==> src/rtl/game_control_pkg.sv <==
// Shared Pong geometry, score limits and referee state encoding.
// Also used by the image, ball-position and paddle blocks.
package game_control_pkg;

    localparam int unsigned H_ACTIVE    = 640;
    localparam int unsigned BALL_SIZE   = 8;
    localparam int unsigned PADDLE_H    = 64;
    localparam int unsigned PADDLE_W    = 8;
    localparam int unsigned PADDLE_XL   = 16;
    localparam int unsigned PADDLE_XR   = 616;
    localparam int unsigned WIN_SCORE   = 7;
    localparam int unsigned HOLD_FRAMES = 60;

    localparam int unsigned POS_W   = 10;
    localparam int unsigned GEO_W   = 11;
    localparam int unsigned SCORE_W = 4;
    localparam int unsigned HOLD_W  = 6;

    typedef enum logic [2:0] {
        ST_IDLE  = 3'd0,
        ST_SERVE = 3'd1,
        ST_PLAY  = 3'd2,
        ST_POINT = 3'd3,
        ST_OVER  = 3'd4
    } state_t;

    typedef struct packed {
        logic hov_l;
        logic vov_l;
        logic hov_r;
        logic vov_r;
        logic goal_l;
        logic goal_r;
    } geo_t;

    // Overlap and goal tests, widened to 11 bits so posx+BALL_SIZE cannot wrap.
    function automatic geo_t geo_eval(input logic [POS_W-1:0] px,
                                      input logic [POS_W-1:0] py,
                                      input logic [POS_W-1:0] pl,
                                      input logic [POS_W-1:0] pr);
        logic [GEO_W-1:0] bx;
        logic [GEO_W-1:0] by;
        logic [GEO_W-1:0] yl;
        logic [GEO_W-1:0] yr;
        geo_t g;
        bx = GEO_W'(px);
        by = GEO_W'(py);
        yl = GEO_W'(pl);
        yr = GEO_W'(pr);
        g.vov_l  = (by + GEO_W'(BALL_SIZE) > yl) && (by < yl + GEO_W'(PADDLE_H));
        g.vov_r  = (by + GEO_W'(BALL_SIZE) > yr) && (by < yr + GEO_W'(PADDLE_H));
        g.hov_l  = (bx < GEO_W'(PADDLE_XL + PADDLE_W)) && (bx + GEO_W'(BALL_SIZE) > GEO_W'(PADDLE_XL));
        g.hov_r  = (bx < GEO_W'(PADDLE_XR + PADDLE_W)) && (bx + GEO_W'(BALL_SIZE) > GEO_W'(PADDLE_XR));
        g.goal_r = (bx < GEO_W'(PADDLE_XL)) && !(g.hov_l && g.vov_l);
        g.goal_l = (bx + GEO_W'(BALL_SIZE) > GEO_W'(PADDLE_XR + PADDLE_W)) && !(g.hov_r && g.vov_r);
        return g;
    endfunction

endpackage

==> src/rtl/game_control_rise_detect.sv <==
// Registered rising-edge detector; rise_c is high in the cycle d first goes high.
module rise_detect (
    input  logic clk,
    input  logic rst_n,
    input  logic d,
    output logic rise_c
);

    logic d_q;

    always_ff @(posedge clk or negedge rst_n) begin
        if (!rst_n) begin
            d_q <= 1'b0;
        end else begin
            d_q <= d;
        end
    end

    assign rise_c = d & ~d_q;

endmodule

==> src/rtl/game_control.sv <==
// Pong referee: per-frame contact/goal detection, scoring and the
// serve / point-hold / game-over sequence driving the ball block.
module game_control
    import game_control_pkg::*;
(
    input  logic             clk,
    input  logic             reset,
    input  logic             frame_tick,
    input  logic [POS_W-1:0] posx,
    input  logic [POS_W-1:0] posy,
    input  logic [POS_W-1:0] posbarraiy,
    input  logic [POS_W-1:0] posbarrady,
    input  logic             serve,
    output logic             ball_run,
    output logic             ball_rst,
    output logic             serve_dir,
    output logic             hit_l,
    output logic             hit_r,
    output logic [SCORE_W-1:0] score_l,
    output logic [SCORE_W-1:0] score_r,
    output logic             game_over,
    output logic             winner
);

    state_t              state, state_nx;
    logic [HOLD_W-1:0]   hold, hold_nx;
    logic                flag_l, flag_l_nx;
    logic                flag_r, flag_r_nx;
    logic [SCORE_W-1:0]  score_l_nx, score_r_nx;
    logic                ball_rst_nx, serve_dir_nx, hit_l_nx, hit_r_nx, winner_nx;
    logic                serve_rise_c;
    geo_t                geo_c;

    rise_detect u_serve_rise (
        .clk    (clk),
        .rst_n  (reset),
        .d      (serve),
        .rise_c (serve_rise_c)
    );

    assign geo_c = geo_eval(posx, posy, posbarraiy, posbarrady);

    // Next-state and next-output logic.
    always_comb begin
        state_nx     = state;
        hold_nx      = hold;
        flag_l_nx    = flag_l;
        flag_r_nx    = flag_r;
        score_l_nx   = score_l;
        score_r_nx   = score_r;
        serve_dir_nx = serve_dir;
        winner_nx    = winner;
        ball_rst_nx  = 1'b0;
        hit_l_nx     = 1'b0;
        hit_r_nx     = 1'b0;

        case (state)
            ST_IDLE: begin
                if (serve_rise_c) state_nx = ST_SERVE;
            end
            ST_SERVE: begin
                if (serve_rise_c) state_nx = ST_PLAY;
            end
            ST_PLAY: begin
                if (frame_tick) begin
                    if (!geo_c.hov_l) begin
                        flag_l_nx = 1'b0;
                    end else if (geo_c.vov_l && !flag_l) begin
                        flag_l_nx = 1'b1;
                        hit_l_nx  = 1'b1;
                    end
                    if (!geo_c.hov_r) begin
                        flag_r_nx = 1'b0;
                    end else if (geo_c.vov_r && !flag_r) begin
                        flag_r_nx = 1'b1;
                        hit_r_nx  = 1'b1;
                    end
                    // A contact pulse in this frame suppresses any goal.
                    if (!(hit_l_nx || hit_r_nx) && (geo_c.goal_r || geo_c.goal_l)) begin
                        if (geo_c.goal_r) begin
                            if (score_r != SCORE_W'(WIN_SCORE)) score_r_nx = score_r + SCORE_W'(1);
                            serve_dir_nx = 1'b0;
                        end else begin
                            if (score_l != SCORE_W'(WIN_SCORE)) score_l_nx = score_l + SCORE_W'(1);
                            serve_dir_nx = 1'b1;
                        end
                        ball_rst_nx = 1'b1;
                        hold_nx     = '0;
                        state_nx    = ST_POINT;
                    end
                end
            end
            ST_POINT: begin
                if (frame_tick) begin
                    if (hold == HOLD_W'(HOLD_FRAMES - 1)) begin
                        if (score_l == SCORE_W'(WIN_SCORE) || score_r == SCORE_W'(WIN_SCORE)) begin
                            winner_nx = (score_r == SCORE_W'(WIN_SCORE));
                            state_nx  = ST_OVER;
                        end else begin
                            state_nx  = ST_SERVE;
                        end
                    end else begin
                        hold_nx = hold + HOLD_W'(1);
                    end
                end
            end
            ST_OVER: begin
                if (serve_rise_c) begin
                    score_l_nx  = '0;
                    score_r_nx  = '0;
                    ball_rst_nx = 1'b1;
                    state_nx    = ST_SERVE;
                end
            end
            default: state_nx = ST_IDLE;
        endcase
    end

    // State and registered outputs.
    always_ff @(posedge clk or negedge reset) begin
        if (!reset) begin
            state     <= ST_IDLE;
            hold      <= '0;
            flag_l    <= 1'b0;
            flag_r    <= 1'b0;
            score_l   <= '0;
            score_r   <= '0;
            serve_dir <= 1'b0;
            winner    <= 1'b0;
            ball_rst  <= 1'b0;
            hit_l     <= 1'b0;
            hit_r     <= 1'b0;
            ball_run  <= 1'b0;
            game_over <= 1'b0;
        end else begin
            state     <= state_nx;
            hold      <= hold_nx;
            flag_l    <= flag_l_nx;
            flag_r    <= flag_r_nx;
            score_l   <= score_l_nx;
            score_r   <= score_r_nx;
            serve_dir <= serve_dir_nx;
            winner    <= winner_nx;
            ball_rst  <= ball_rst_nx;
            hit_l     <= hit_l_nx;
            hit_r     <= hit_r_nx;
            ball_run  <= (state_nx == ST_PLAY);
            game_over <= (state_nx == ST_OVER);
        end
    end

endmodule

==> config.mk <==
export PLATFORM = sky130hd
export DESIGN_NAME = game_control
export DESIGN_NICKNAME = d
export VERILOG_FILES = /design/src/rtl/game_control_pkg.sv /design/src/rtl/game_control_rise_detect.sv /design/src/rtl/game_control.sv
export SDC_FILE = /design/constraint.sdc
export NUM_CORES = 1
export LEC_CHECK = 0
export ABC_AREA = 1
export CAP_MARGIN = 10
export CORE_UTILIZATION = 54
export CTS_BUF_LIST = sky130_fd_sc_hd__clkbuf_8
export DETAILED_ROUTE_END_ITERATION = 6
export PLACE_DENSITY = 0.82
export SLEW_MARGIN = 20
export SYNTH_ARGS = -nofsm -noshare
export SYNTH_HDL_FRONTEND = slang
export SYNTH_HIERARCHICAL = 1
export SYNTH_SLANG_ARGS = --single-unit
==> constraint.sdc <==
create_clock -name clk -period 1.85 [get_ports clk]
set_clock_uncertainty 0.15 [all_clocks]
set_input_delay 0.4625 -clock clk [delete_from_list [all_inputs] [get_ports clk]]
set_output_delay 0.4625 -clock clk [all_outputs]
set_load 0.02 [all_outputs]
==> metrics <==
maximum clock insertion buffer count=2; number of cell rows=26; top cell type by total area after synthesis=dfrtp_1; core box area=0.00517 mm^2; Final TNS setup=-16.54 ns; crit-path leading delay family=simple AND/OR/NAND/NOR gates; clock latency on the worst-skew pair=0.28 ns; Yosys Warn Count=6; antenna cells=0; met2 GRT Util=0.631; dpl cell area=0.00395 mm^2; global-route wire length before repair=14,400 um; CP max-delay cell=ha_4; RSZ-0062 raised after global routing=yes; Max Cap Viol=0; Die Height=75.5 um; Final setup viols=22; mean post-synth cell area=6.99 um^2; met1 GRT Util=0.358; Critical Path Max Stage Delay=0.31 ns; CP Launch Type=primary input; synthesized area=0.00292 mm^2; I/O Pins=59; worst-path maximum fanout=6; Routed WL per cell=16.3 um; worst min path class=flop to flop; # hold bufs at CTS=0; post-synthesis register bit count=27; DR iter-0 viols=266; clock tree sinks=27; total number of vias=3,409; Starting Density=0.565; Die X=75.5 um; syn_nets=505; estimated wirelength of the detail-placed design=6200 um; Lkg Pwr=2.37 nW; relative slew slack=0.702; Slew Limit Fails=0; Layout fillers=286; number of antenna violations at the first check in global routing=0; Worst-path clk slew=0.10 ns; die area=0.00571 mm^2; CTS Buf Count=3; vias in the first global route=3,321; final worst slack=-0.844 ns; Total Routing Usage GR=0.333; outcome=finished with violations; busiest grt layer=met2; Routed WL=9730 um; Final GP Congestion=0.919; Setup crit end kind=flop; measured slew at the worst slew-check pin=0.445 ns; met3 GRT Util=0.0595; Peak VDD IR=0.462 mV; power per standard cell area=723 mW/mm^2; first drt pass iteration count=5; Vias/cell=5.70; Layout area overhead=50.3%; Overflow after GRT=0; period utilization=1.46; top cells by area, synth=dfrtp_1, ha_1, nand2_1; Worst Path Required=1.93 ns; worst path buffer plus inverter count=3; Post-Synthesis Cells=418; Layout Nets=616; Total Power=3.17 mW; Seq/Total Area, Yosys=0.231; Final min period=2.69 ns; fmax=371 MHz; pin count of the biggest net entering global routing=28; critical path's most frequent cell=nand3_4; post-synth cell types=34; Synth top area share=0.231; clk root buf=clkbuf_8; Final ANT Viol Nets=0; WS Path Type=primary input to flop; share of layout cells above drive strength 1=0.278; Port Buffers=58; CTS tree=done; crit path DAT=2.77 ns; Residual DRC=0; htree depth=1; Final Hold Vio Count=0; worst path cell trace=buf_6 > ha_4 > nand3_4 > nand3b_1 > xor2_1 > inv_2 > ha_4 > inv_2 > o211ai_1 > nor2_1 > a21oi_2 > nand3_2 > nand2_4 > nand3_4 > nand3_4 > nand2_2 > nand2_1; Design Area, Final=0.00439 mm^2; failing checks=setup timing
[layer usage]
| layer | routed length [um] | vias up | part of all wire |
|---|---|---|---|
| met5 | 0 | - | 0 |
| met4 | 504 | 0 | 0.052 |
| met3 | 599 | 63 | 0.062 |
| met2 | 5070 | 196 | 0.52 |
| met1 | 3550 | 1569 | 0.37 |
| li1 | - | 1581 | - |
[registers in the layout, indices dropped and copies added, names as in the netlist, 3 cells and up]
| register | flops |
|---|---|
| hold | 6 |
| score_l | 4 |
| score_r | 4 |
| state | 3 |
[synth_stat cells]
| cell | n |
|---|---|
| a21boi_1 | 1 |
| a21o_1 | 6 |
| a21oi_1 | 14 |
| a21oi_2 | 3 |
| a22oi_1 | 1 |
| buf_4 | 1 |
| buf_6 | 1 |
| dfrtp_1 | 27 |
| ha_1 | 43 |
| inv_1 | 63 |
| inv_2 | 3 |
| nand2_1 | 96 |
| nand2_2 | 7 |
| nand3_1 | 27 |
| nand3_2 | 6 |
| nand3b_1 | 6 |
| nand4_1 | 11 |
| nor2_1 | 46 |
| nor2_2 | 3 |
| nor2_4 | 1 |
| nor2_8 | 1 |
| nor3_1 | 8 |
| nor3b_1 | 1 |
| nor4_1 | 1 |
| o211ai_1 | 1 |
| o21a_1 | 2 |
| o21ai_0 | 7 |
| o21ai_1 | 7 |
| o21ai_2 | 2 |
| o31ai_1 | 1 |
| or2_1 | 1 |
| or2_2 | 2 |
| xnor2_1 | 6 |
| xor2_1 | 12 |
[layout by cell type (no fill, tap or decap), types with 8 or more instances in the layout]
master	instances
a21oi_1	11
buf_4	41
buf_6	9
clkdlybuf4s50_1	29
dfrtp_1	27
dlygate4sd2_1	18
ha_1	35
inv_1	60
nand2_1	73
nand2_2	25
nand3_1	21
nand3_4	8
nand4_1	11
nor2_1	41
o21ai_1	9
xor2_1	10
[power by group]
group / switching (mW) / internal, mW / leakage (nW)
registers: 0.158 / 0.732 / 0.358
clock network: 0.197 / 0.153 / 0.0217
logic: 1.14 / 0.790 / 1.99
[worst reg2reg max path, stage by stage (launching register included)]
cell	delay [ns]
dfrtp_1	0.39
inv_1	0.07
or2_1	0.31
nor2_8	0.22
inv_1	0.11
o21ai_1	0.38
nand3_4	0.16
nand2_2	0.12
nand2_1	0.06
[area by class of cell]
type                            count  area [um^2]  area share
Inverter                           66          250      0.0570
Timing Repair Buffer              107          962       0.219
Clock buffer                        3         41.3     0.00941
Clock inverter                      1         7.51     0.00171
Sequential cell                    27          676       0.154
Multi-Input combinational cell    324         2360       0.539
Tap cell                           70         87.6      0.0200
[stage by stage]
stage	std cells	worst slack (ns)	hold WS, ns	util
global route	598	-0.989	0.352	0.848
CTS	597	-0.638	0.321	0.827
detailed placement	588	-1.59	0.285	0.764
floorplan	418	-0.698	0.0169	-
finish	598	-0.844	0.326	0.848
global placement	588	-1.43	0.290	0.764
[worst paths after layout]
| kind | end | cells past startpoint | slack [ns] | from |
|---|---|---|---|---|
| max | score_l[0]$_DFFE_PN0P_ | 17 | -0.84 | posy[4] |
| min | hit_l$_DFF_PN0_ | 1 | 0.33 | flag_l$_DFFE_PN0P_ |
| max reg2reg | score_l[0]$_DFFE_PN0P_ | 8 | -0.20 | state[1]$_DFF_PN0_ |
| min reg2reg | hit_l$_DFF_PN0_ | 1 | 0.33 | flag_l$_DFFE_PN0P_ |
| max in group asynchronous | state[1]$_DFF_PN0_ | 2 | 0.88 | reset |
| min in group asynchronous | hit_l$_DFF_PN0_ | 2 | 0.40 | reset |
[logic make-up after synthesis]
| group | after synthesis | synth area share |
|---|---|---|
| AO/OA/AOI/OAI | 45 | 0.0938 |
| AND/OR/NAND/NOR | 217 | 0.345 |
| XOR/XNOR | 18 | 0.0540 |
| flip-flops | 27 | 0.231 |
| buffers and inverters | 68 | 0.0913 |
| adder cells (fa/ha/maj) | 43 | 0.184 |
[timing repair]
action | in CTS | in global routing
pin swaps | 44 | 17
setup buffers | 5 | 1
cloned | 1 | 0
gates resized for setup | 99 | 32
setup endpoints to repair | 31 | 29
No activity file was read; power rests on OpenSTA's default activity.
